**src/rtl/mc_ctrl.sv**
```systemverilog
// Multi-cycle MIPS main controller: decodes Op/Funct and steps IF/ID/EXE/MEM/WB,
// driving ALU operand/op selects, write strobes and next-PC select for one instruction.
module mc_ctrl #(
  parameter int unsigned FETCH_WAIT = 0
) (
  input  logic       clk,
  input  logic       rst,
  input  logic [5:0] Op,
  input  logic [5:0] Funct,
  input  logic       Zero,
  output logic       PCWrite,
  output logic       IRWrite,
  output logic       RegWrite,
  output logic       MemWrite,
  output logic       EXTOp,
  output logic [1:0] ALUSrcA,
  output logic [1:0] ALUSrcB,
  output logic [3:0] ALUOp,
  output logic [1:0] RegDst,
  output logic [1:0] WDSel,
  output logic [1:0] NPCOp,
  output logic [2:0] State
);

  localparam int unsigned CNT_W = 4;

  // ALU operation codes shared with the ALU (ctrl_encode_def.v)
  localparam logic [3:0] ALU_NOP  = 4'd0;
  localparam logic [3:0] ALU_ADD  = 4'd1;
  localparam logic [3:0] ALU_SUB  = 4'd2;
  localparam logic [3:0] ALU_AND  = 4'd3;
  localparam logic [3:0] ALU_OR   = 4'd4;
  localparam logic [3:0] ALU_SLT  = 4'd5;
  localparam logic [3:0] ALU_SLTU = 4'd6;
  localparam logic [3:0] ALU_NOR  = 4'd7;
  localparam logic [3:0] ALU_SLL  = 4'd8;
  localparam logic [3:0] ALU_SRL  = 4'd9;

  localparam logic [5:0] OP_R    = 6'b000000;
  localparam logic [5:0] OP_J    = 6'b000010;
  localparam logic [5:0] OP_JAL  = 6'b000011;
  localparam logic [5:0] OP_BEQ  = 6'b000100;
  localparam logic [5:0] OP_BNE  = 6'b000101;
  localparam logic [5:0] OP_ADDI = 6'b001000;
  localparam logic [5:0] OP_SLTI = 6'b001010;
  localparam logic [5:0] OP_ANDI = 6'b001100;
  localparam logic [5:0] OP_ORI  = 6'b001101;
  localparam logic [5:0] OP_LW   = 6'b100011;
  localparam logic [5:0] OP_SW   = 6'b101011;

  localparam logic [5:0] FN_SLL  = 6'b000000;
  localparam logic [5:0] FN_SRL  = 6'b000010;
  localparam logic [5:0] FN_JR   = 6'b001000;
  localparam logic [5:0] FN_ADD  = 6'b100000;
  localparam logic [5:0] FN_SUB  = 6'b100010;
  localparam logic [5:0] FN_AND  = 6'b100100;
  localparam logic [5:0] FN_OR   = 6'b100101;
  localparam logic [5:0] FN_NOR  = 6'b100111;
  localparam logic [5:0] FN_SLT  = 6'b101010;
  localparam logic [5:0] FN_SLTU = 6'b101011;

  typedef enum logic [2:0] {
    S_IF  = 3'd0,
    S_ID  = 3'd1,
    S_EXE = 3'd2,
    S_MEM = 3'd3,
    S_WB  = 3'd4
  } state_t;

  state_t           state_q, state_d;
  logic [CNT_W-1:0] cnt_q, cnt_d;

  logic       is_r, is_j, is_jal, is_jr, is_beq, is_bne, is_lw, is_sw, is_iop, legal;
  logic       r_legal, r_shift, i_ext;
  logic [3:0] r_aluop, i_aluop;

  // R-type function decode
  always_comb begin
    r_aluop = ALU_NOP;
    r_legal = 1'b1;
    r_shift = 1'b0;
    case (Funct)
      FN_ADD:  r_aluop = ALU_ADD;
      FN_SUB:  r_aluop = ALU_SUB;
      FN_AND:  r_aluop = ALU_AND;
      FN_OR:   r_aluop = ALU_OR;
      FN_NOR:  r_aluop = ALU_NOR;
      FN_SLT:  r_aluop = ALU_SLT;
      FN_SLTU: r_aluop = ALU_SLTU;
      FN_SLL:  begin r_aluop = ALU_SLL; r_shift = 1'b1; end
      FN_SRL:  begin r_aluop = ALU_SRL; r_shift = 1'b1; end
      FN_JR:   r_aluop = ALU_NOP;
      default: r_legal = 1'b0;
    endcase
  end

  // I-type ALU decode; logical immediates are zero-extended
  always_comb begin
    i_aluop = ALU_NOP;
    i_ext   = 1'b1;
    is_iop  = 1'b1;
    case (Op)
      OP_ADDI: i_aluop = ALU_ADD;
      OP_SLTI: i_aluop = ALU_SLT;
      OP_ANDI: begin i_aluop = ALU_AND; i_ext = 1'b0; end
      OP_ORI:  begin i_aluop = ALU_OR;  i_ext = 1'b0; end
      default: is_iop = 1'b0;
    endcase
  end

  assign is_r   = (Op == OP_R);
  assign is_j   = (Op == OP_J);
  assign is_jal = (Op == OP_JAL);
  assign is_jr  = is_r && (Funct == FN_JR);
  assign is_beq = (Op == OP_BEQ);
  assign is_bne = (Op == OP_BNE);
  assign is_lw  = (Op == OP_LW);
  assign is_sw  = (Op == OP_SW);
  assign legal  = is_r ? r_legal
                       : (is_j | is_jal | is_beq | is_bne | is_lw | is_sw | is_iop);

  always_ff @(posedge clk) begin
    if (rst) begin
      state_q <= S_IF;
      cnt_q   <= '0;
    end else begin
      state_q <= state_d;
      cnt_q   <= cnt_d;
    end
  end

  // Next state and per-state controls; reset forces every output low
  always_comb begin
    state_d  = state_q;
    cnt_d    = cnt_q;
    PCWrite  = 1'b0;
    IRWrite  = 1'b0;
    RegWrite = 1'b0;
    MemWrite = 1'b0;
    EXTOp    = 1'b1;
    ALUSrcA  = 2'd0;
    ALUSrcB  = 2'd0;
    ALUOp    = ALU_NOP;
    RegDst   = 2'd0;
    WDSel    = 2'd0;
    NPCOp    = 2'd0;
    case (state_q)
      S_IF: begin
        ALUSrcB = 2'd1;
        ALUOp   = ALU_ADD;
        if (cnt_q == CNT_W'(FETCH_WAIT)) begin
          PCWrite = 1'b1;
          IRWrite = 1'b1;
          state_d = S_ID;
          cnt_d   = '0;
        end else begin
          cnt_d = cnt_q + CNT_W'(1);
        end
      end
      S_ID: begin
        ALUSrcB = 2'd3;
        ALUOp   = ALU_ADD;
        state_d = S_IF;
        if (!legal) begin
          state_d = S_IF;
        end else if (is_j) begin
          PCWrite = 1'b1;
          NPCOp   = 2'd2;
        end else if (is_jal) begin
          PCWrite  = 1'b1;
          NPCOp    = 2'd2;
          RegWrite = 1'b1;
          RegDst   = 2'd2;
          WDSel    = 2'd2;
        end else if (is_jr) begin
          PCWrite = 1'b1;
          NPCOp   = 2'd3;
        end else begin
          state_d = S_EXE;
        end
      end
      S_EXE: begin
        state_d = S_IF;
        if (is_r) begin
          ALUSrcA = r_shift ? 2'd2 : 2'd1;
          ALUOp   = r_aluop;
          state_d = S_WB;
        end else if (is_iop) begin
          ALUSrcA = 2'd1;
          ALUSrcB = 2'd2;
          ALUOp   = i_aluop;
          EXTOp   = i_ext;
          state_d = S_WB;
        end else if (is_lw || is_sw) begin
          ALUSrcA = 2'd1;
          ALUSrcB = 2'd2;
          ALUOp   = ALU_ADD;
          state_d = S_MEM;
        end else if (is_beq || is_bne) begin
          ALUSrcA = 2'd1;
          ALUOp   = ALU_SUB;
          NPCOp   = 2'd1;
          PCWrite = is_beq ? Zero : ~Zero;
        end
      end
      S_MEM: begin
        if (is_lw) begin
          state_d = S_WB;
        end else begin
          MemWrite = is_sw;
          state_d  = S_IF;
        end
      end
      S_WB: begin
        RegWrite = 1'b1;
        RegDst   = is_r ? 2'd1 : 2'd0;
        WDSel    = is_lw ? 2'd1 : 2'd0;
        state_d  = S_IF;
      end
      default: state_d = S_IF;
    endcase
    if (rst) begin
      PCWrite  = 1'b0;
      IRWrite  = 1'b0;
      RegWrite = 1'b0;
      MemWrite = 1'b0;
      EXTOp    = 1'b0;
      ALUSrcA  = 2'd0;
      ALUSrcB  = 2'd0;
      ALUOp    = ALU_NOP;
      RegDst   = 2'd0;
      WDSel    = 2'd0;
      NPCOp    = 2'd0;
    end
  end

  assign State = rst ? 3'd0 : state_q;

endmodule

```
**config.mk**
```make
export PLATFORM = sky130hd
export DESIGN_NAME = mc_ctrl
export DESIGN_NICKNAME = d
export VERILOG_FILES = /design/src/rtl/mc_ctrl.sv
export SDC_FILE = /design/constraint.sdc
export NUM_CORES = 1
export LEC_CHECK = 0
export CAP_MARGIN = 0
export CORE_UTILIZATION = 47
export CTS_CLUSTER_DIAMETER = 80
export DETAILED_ROUTE_END_ITERATION = 10
export MAX_ROUTING_LAYER = met4
export PLACE_DENSITY = 0.87
export SLEW_MARGIN = 5
export SYNTH_ARGS = -nofsm -noshare
export SYNTH_HDL_FRONTEND = slang
export SYNTH_SLANG_ARGS = --single-unit
export TNS_END_PERCENT = 20
```
**constraint.sdc**
```tcl
create_clock -name clk -period 7.71 [get_ports clk]
set_input_delay 1.9275 -clock clk [delete_from_list [all_inputs] [get_ports clk]]
set_output_delay 1.9275 -clock clk [all_outputs]
set_load 0.01 [all_outputs]
```
# ---- Yosys cells after proc, flatten, opt, wreduce, memory -nomap -nowiden
# Index checks and enable logic that the tools add are counted.
dict set report totals {
  ff_bits 7
  inputBits 15
  elab_cells 127
}
dict set report op_classes {
  addsub 1
  n_eq_ne 24
  muxes 81
  n_bitwise 7
  reduce_logical 12
}
# operator count
set op_table {}
lappend op_table {{$eq 6x6->1 const B} 9}
lappend op_table {{$mux 2} 25}
lappend op_table {{$mux 1} 37}
lappend op_table {{$pmux 4 s9} 1}
lappend op_table {{$eq 6x4->1 const B} 5}
lappend op_table {{$pmux 3 s4} 2}
lappend op_table {{$eq 6x2->1 const B} 3}
lappend op_table {{$mux 4} 4}
lappend op_table {{$mux 3} 5}
lappend op_table {{$eq 6x3->1 const B} 2}
lappend op_table {{$logic_not 6->1} 2}
lappend op_table {{$pmux 2 s2} 3}
lappend op_table {{$reduce_or 10->1} 1}
lappend op_table {{$pmux 4 s2} 1}
lappend op_table {{$eq 3x2->1 const B} 2}
lappend op_table {{$or 1x1->1} 6}
lappend op_table {{$pmux 2 s3} 1}
lappend op_table {{$reduce_or 2->1} 3}
lappend op_table {{$add 4x1->4 const B} 1}
lappend op_table {{$logic_not 4->1} 1}
lappend op_table {{$reduce_or 4->1} 1}
lappend op_table {{$eq 3x1->1 const B} 1}
lappend op_table {{$eq 3x3->1 const B} 1}
lappend op_table {{$logic_not 3->1} 1}
lappend op_table {{other kinds (6)} 7}

# ---- Depth between registers and ports, before layout
# Gate-level depths: netlist (run 1).
dict set report logic_depth {
  ltp_word 11
  mapped_depth 7
}

# ---- Worst setup path before layout (run 1)
# Ideal clock, no wire load.
dict set report synth_path {
  path_kind {input to output}
  from {in Op[4]}
  to {out NPCOp[0]}
  t_arrival_ns 3.629
  required_time_ns 5.782
  slack_ns 2.154
  stages 5
  path_cell_list {buf_6 -> or4_4 -> or3_4 -> or4_1 -> a21oi_1}
}
dict set report synth_between {
  elab_chain_len 11
  elab_cells_between_ends 33
  classes_between {eq/ne (10); mux (12); bitwise (6); reduce/logical (5)}
}
# element line
set synth_lines {}
lappend synth_lines {{start: declaration} 8} ;# input logic [5:0] Op,
lappend synth_lines {{$eq 6x2->1 (on tied branches)} {112, 113}}
lappend synth_lines {{$or 1x1->1 (6 in series)} 120} ;# : (is_j | is_jal | is_beq | is_bne | is_lw | is_sw | is_iop);
lappend synth_lines {{$mux 1} 119} ;# assign legal = is_r ? r_legal
lappend synth_lines {{$mux 2} 164} ;# if (!legal) begin
lappend synth_lines {{$pmux 2 s2 (*)} 147} ;# case (state_q)
lappend synth_lines {{$mux 2 (*)} 222} ;# if (rst) begin
lappend synth_lines {{end: declaration} 21} ;# output logic [1:0] NPCOp,
# Mark *: on every way between the ends. The rest lies on a longest branch, timed or not.

# ---- Final worst setup path (run 1)
dict set report layout_path {
  from {in Op[3]}
  to {out NPCOp[0]}
}
# Same word-level chain as after synthesis.

==> impl_metrics.json, run 1 <==
{
  "syn_area_um2": 943,
  "ys_seq_area_share_pct": 14.9,
  "power_leakage_nw": 0.445,
  "numClockSinks": 7,
  "cts.clk_slew.worst_paths_ps": 60,
  "chipWidth_um": 46.8,
  "cp_slowest_stage_delay_ps": 620,
  "finalMaxSlewViolations": 0,
  "placementRows": 15,
  "synth_nets": 165,
  "critPathCaptureType": "primary output",
  "dr_total_vias": 1145,
  "dr_wl_met2_mm": 1.35,
  "cts_setup_buffers": 0,
  "cts_hold_buffers": 0,
  "layout_commonest_cell": "clkdlybuf4s50_1",
  "drt_pass1_iterations": 4,
  "gr-total-overflow": 0,
  "setup_tns_ps": 0,
  "rsz0062_at_grt": "no",
  "gp_congestion": 0.848,
  "crit_slowest_cell": "or4_4",
  "hold_viol": 0,
  "worstPathMaxFanout": 12,
  "synth_cell_types": 42,
  "routedWlPerCell_um": 13.3,
  "dp_worst_setup_slack_ps": 1030,
  "layout_setup_ws_ps": 1020,
  "grt_max_degree": 16,
  "synth_area_per_cell_um2": 6.37,
  "routed.top_layer": "met4",
  "place.port_buffers": 36,
  "synth_edf_count": 0,
  "core_area_um2": 1800,
  "period_share_pct": 86.7,
  "die_area_um2": 2190,
  "nets": 194,
  "clockRootBuffer": "clkbuf_4",
  "track_usage_pct": 26.9,
  "drv_cap": 0,
  "m1WireLength_mm": 1.19,
  "initial_core_util_pct": 52.4,
  "dpl_cell_area_um2": 1280,
  "drive_above_1_share_pct": 4.55,
  "hold_ws_ps": 546,
  "critPathArrivalTime_ps": 4760,
  "antenna_found_initial": 0,
  "ys_seq_elements": 7,
  "fin_area_um2": 1300,
  "peakVddDrop_uv": 50.0,
  "diodes": 0,
  "pin_count": 37,
  "cts_made_buffers": 3,
  "final_cell_mix": "clkdlybuf4s50_1 (36), nor2_1 (25), nand2_1 (14)",
  "grt_pass1_vias": 1011,
  "vias_per_cell": 5.70,
  "hold_class": "flip-flop to flip-flop",
  "synthCells": 148,
  "setup_violations": 0,
  "dp_hpwl_mm": 2.06,
  "cpMostUsedCell": "clkdlybuf4s50_1",
  "status": "completed",
  "yosysWarnings": 0,
  "critical_path.cell_chain": "clkdlybuf4s50_1 > or4_4 > or3_4 > or4_1 > a21oi_1 > clkdlybuf4s50_1",
  "wirelength_mm": 2.68,
  "fin_skew_ps": 4.44,
  "clock_path_buffers": 2,
  "remaining_drc_errors": 0,
  "period_needed_ps": 6690,
  "drtIter0Drc": 39,
  "clock_latency_ps": 250,
  "critPathRequiredTime_ps": 5780,
  "antenna_left": 0,
  "synthToLayoutAreaGrowth_pct": 38.2,
  "synth_top_flop_cell": "dfxtp_1",
  "fmax_ghz": 0.150,
  "relSlewSlack_pct": 62.2,
  "worstMarginPinSlew_ps": 561,
  "grt_pass1_wl_mm": 4.13,
  "die_y_um": 46.8,
  "met3_length_um": 124,
  "htreeDepth": 1,
  "cts_resized": 0,
  "cts_tree": "done",
  "cp-start-kind": "primary input",
  "critPathKind": "primary input to primary output",
  "cellPowerDensity_nw_per_um2": 85.0,
  "synthArstFlopShare_pct": 0
}
-- flip-flops by register name, summed over array words and instances, names as in the netlist --
signal	count
cnt_q	4
state_q	3
-- cell type report --
cell class,count,area [µm²]
multi-input cells,126,734
clock buffers,4,26.3
inverters,3,11.3
well taps,25,31.3
flip-flops and latches,7,140
repair buffers,36,360
fillers,158,498
-- power breakdown --
part / internal [mW] / switching (mW) / total (mW)
sequential: 0.0368 / 0.00140 / 0.0382
clock: 0.0197 / 0.0134 / 0.0331
combinational: 0.0195 / 0.0200 / 0.0395
total: 0.0760 / 0.0348 / 0.111
-- per-stage QoR --
step           util (%)  cells  total power, mW
6_report           72.4    201            0.111
5_1_grt            72.4    201            0.118
4_1_cts            72.4    201            0.112
3_5_place_dp       70.9    197           0.0778
3_3_place_gp       70.9    197           0.0771
2_1_floorplan         -    148           0.0617
-- metal layers --
| layer | up-vias | GRT usage (%) |
|---|---|---|
| met5 | - | - |
| met4 | 0 | 9.71 |
| met3 | 2 | 3.08 |
| met2 | 33 | 46.4 |
| met1 | 527 | 32.0 |
| li1 | 583 | - |
-- path summary, 6_finish.rpt --
kind | from | cells after the start | slack (ps) | end
worst min-delay path | cnt_q[1] | 2 | 550 | cnt_q[1]
worst min register to register | cnt_q[1] | 2 | 550 | cnt_q[1]
worst max register to register | state_q[0] | 5 | 6190 | state_q[1]
worst max-delay path | Op[3] | 6 | 1020 | NPCOp[0]
-- cells in the mapped netlist (2+ instances only) --
cell type  number  area (µm²)
a21oi_1         8        40.0
a22oi_1         2        15.0
a31oi_1         4        25.0
and3_1          2        12.5
clkbuf_1        9        33.8
dfxtp_1         7         140
ha_1            2        25.0
inv_1           3        11.3
nand2_1        14        52.6
nand2b_1        8        50.1
nand3_1         4        20.0
nand3b_1        2        15.0
nand4_1         2        12.5
nand4b_1        2        17.5
nor2_1         25        93.8
nor2b_1         7        43.8
nor3_1         10        50.1
nor3b_1         4        30.0
nor4_1          2        12.5
o21ai_0         5        25.0
o21bai_1        3        22.5
or4_1           2        15.0
xor2_1          2        17.5
-- logic make-up after synthesis --
group	share of synthesized area (%)
compound gates	21.6
xor+xnor	2.79
fa+ha+maj	2.65
buf+inv	7.29
flops	14.9
simple gates	50.8
-- critical path: cells and delay by family --
family	cells	cell delay (ps)
AOI/OAI and AO/OA	1	160
buffers and inverters	2	1160
and+or+nand+nor	3	1510
Power figures use the tool's default switching activity.
==> inputs of run 2 (changes only) <==
Settings changed: PLACE_DENSITY 0.87 to 0.93.
==> run 2 against run 1 <==
  * Critical path depth unchanged
  * Via count up 2.8%
  * First-iteration DRC count down 26%
  * Sequential cell count unchanged
  * Die area unchanged
  * Routed wire length up 4.5%
  * Hold slack worse by 39 ps
==> impl_metrics.json, run 2 (synthesis gave the netlist of run 1 again) <==
{
  "largest_reg_flops": 4,
  "crit_slowest_cell": "or4_4",
  "power_leakage_nw": 0.445,
  "path_buf_inv": 2,
  "layout_commonest_cell": "clkdlybuf4s50_1",
  "hold_class": "flip-flop to flip-flop",
  "dp_hpwl_mm": 2.10,
  "min_to": "cnt_q[1]",
  "power_frac_clock_pct": 30.4,
  "antenna_found_initial": 0,
  "drt_pass1_iterations": 5,
  "rsz0062_at_grt": "no",
  "track_usage_pct": 26.2,
  "fmax_ghz": 0.149,
  "layout_setup_ws_ps": 1010,
  "p_comb_share_pct": 35.6,
  "reg_top3": "cnt_q x4, state_q x3",
  "dpl_cell_area_um2": 1280,
  "critPathArrivalTime_ps": 4770,
  "die_y_um": 46.8,
  "cts.clk_slew.worst_paths_ps": 50,
  "cts_tree": "done",
  "p_seq_share_pct": 34.0,
  "cellPowerDensity_nw_per_um2": 86.4,
  "clock_latency_ps": 260,
  "grt_pass1_wl_mm": 4.06,
  "cts_resized": 0,
  "drtIter0Drc": 29,
  "synthToLayoutAreaGrowth_pct": 38.2,
  "pin_count": 37,
  "critPathKind": "primary input to primary output",
  "relSlewSlack_pct": 62.5,
  "setup_tns_ps": 0,
  "critPathRequiredTime_ps": 5780,
  "multiInputGateArea_um2": 734,
  "chipWidth_um": 46.8,
  "switching_share_pct": 32.4,
  "status": "completed",
  "vias_per_cell": 5.86,
  "grt_max_degree": 16,
  "top_register": "cnt_q",
  "critPathCaptureType": "primary output",
  "fin_area_um2": 1300,
  "period_needed_ps": 6700,
  "clock_path_buffers": 2,
  "remaining_drc_errors": 0,
  "routedWlPerCell_um": 13.9,
  "finalMaxSlewViolations": 0,
  "num-fill-cells": 161,
  "cts_setup_buffers": 0,
  "grt_pass1_vias": 969,
  "dp_worst_setup_slack_ps": 1030,
  "cp_slowest_stage_delay_ps": 620,
  "nets": 194,
  "wirelength_mm": 2.80,
  "period_share_pct": 86.9,
  "core_area_um2": 1800,
  "dr_total_vias": 1177,
  "worstPathMaxFanout": 12,
  "cp-start-kind": "primary input",
  "initial_core_util_pct": 52.4,
  "place.port_buffers": 36,
  "setup_violations": 0,
  "cts_made_buffers": 3,
  "final_cell_mix": "clkdlybuf4s50_1 (36), nor2_1 (25), nand2_1 (14)",
  "fin_skew_ps": 4.16,
  "die_area_um2": 2190,
  "cts_hold_buffers": 0,
  "drive_above_1_share_pct": 4.55,
  "hold_viol": 0,
  "peakVddDrop_uv": 54.9,
  "gr-total-overflow": 0,
  "p_sw_uw": 36.5,
  "place_inst": 197,
  "gp_congestion": 0.866,
  "hold_start": "cnt_q[1]",
  "drv_cap": 0,
  "hold_depth": 2,
  "stdcell_count": 201,
  "critical_path.cell_chain": "clkdlybuf4s50_1 > or4_4 > or3_4 > or4_1 > a21oi_1 > clkdlybuf4s50_1",
  "worstMarginPinSlew_ps": 558,
  "htreeDepth": 1,
  "placementRows": 15,
  "cpMostUsedCell": "clkdlybuf4s50_1",
  "antenna_left": 0,
  "regArea_um2": 140,
  "numClockSinks": 7,
  "internal_power_uw": 76.1,
  "reg2reg_slack_ps": 6200,
  "clockRootBuffer": "clkbuf_4",
  "fin_util_pct": 72.4,
  "crit_family": "simple AND/OR/NAND/NOR gates",
  "reg2reg_from": "cnt_q[0]",
  "reg2reg_to": "cnt_q[0]",
  "reg2regPathDepth": 7,
  "diodes": 0
}
## run 2: cell counts in the layout (fill, tap and decap cells not counted)
Identical to the previous run, type by type.
## run 2: power by group through the flow
stage	registers, mW	clock network (mW)	logic (mW)
CTS	0.0381	0.0340	0.0397
global placement	0.0389	0	0.0384
floorplan	0.0377	0	0.0240
detailed placement	0.0389	0	0.0393
finish	0.0383	0.0343	0.0401
global route	0.0383	0.0347	0.0436
## run 2: stage by stage
step                hold WS, ps  power, mW
finish                      506      0.113
global placement            483     0.0773
global route                520      0.117
CTS                         498      0.112
detailed placement          486     0.0782
floorplan                   466     0.0617
## run 2: how the worst max path moves through the flow
stage                from  endpoint  slack, ps  cells past startpoint
floorplan           Op[4]  NPCOp[0]       2150                      5
global placement    Op[3]  NPCOp[0]       1050                      6
detailed placement  Op[3]  NPCOp[0]       1030                      6
CTS                 Op[3]  NPCOp[0]       1030                      6
global route        Op[3]  NPCOp[0]        910                      6
finish              Op[3]  NPCOp[0]       1010                      6
## run 2: cell type report
cell class	instances	share of cell area, %
multi-input cells	126	56.3
well taps	25	2.40
inverters	3	0.864
repair buffers	36	27.6
flip-flops and latches	7	10.7
clock buffers	4	2.02
## run 2: per-layer routing
| layer | GRT usage (%) | vias to the layer above | wire length, µm |
|---|---|---|---|
| li1 | - | 586 | - |
| met1 | 31.0 | 540 | 1210 |
| met2 | 46.9 | 46 | 1410 |
| met3 | 0.385 | 5 | 138 |
| met4 | 9.71 | 0 | 36 |
| met5 | - | - | 0 |
## run 2: worst register-to-register path, delay by kind of cell, from the launching register on
family,cells,cell delay [ps]
simple gates,4,680
compound gates,1,130
flops,1,350
fa+ha+maj,1,140
buf+inv,1,80
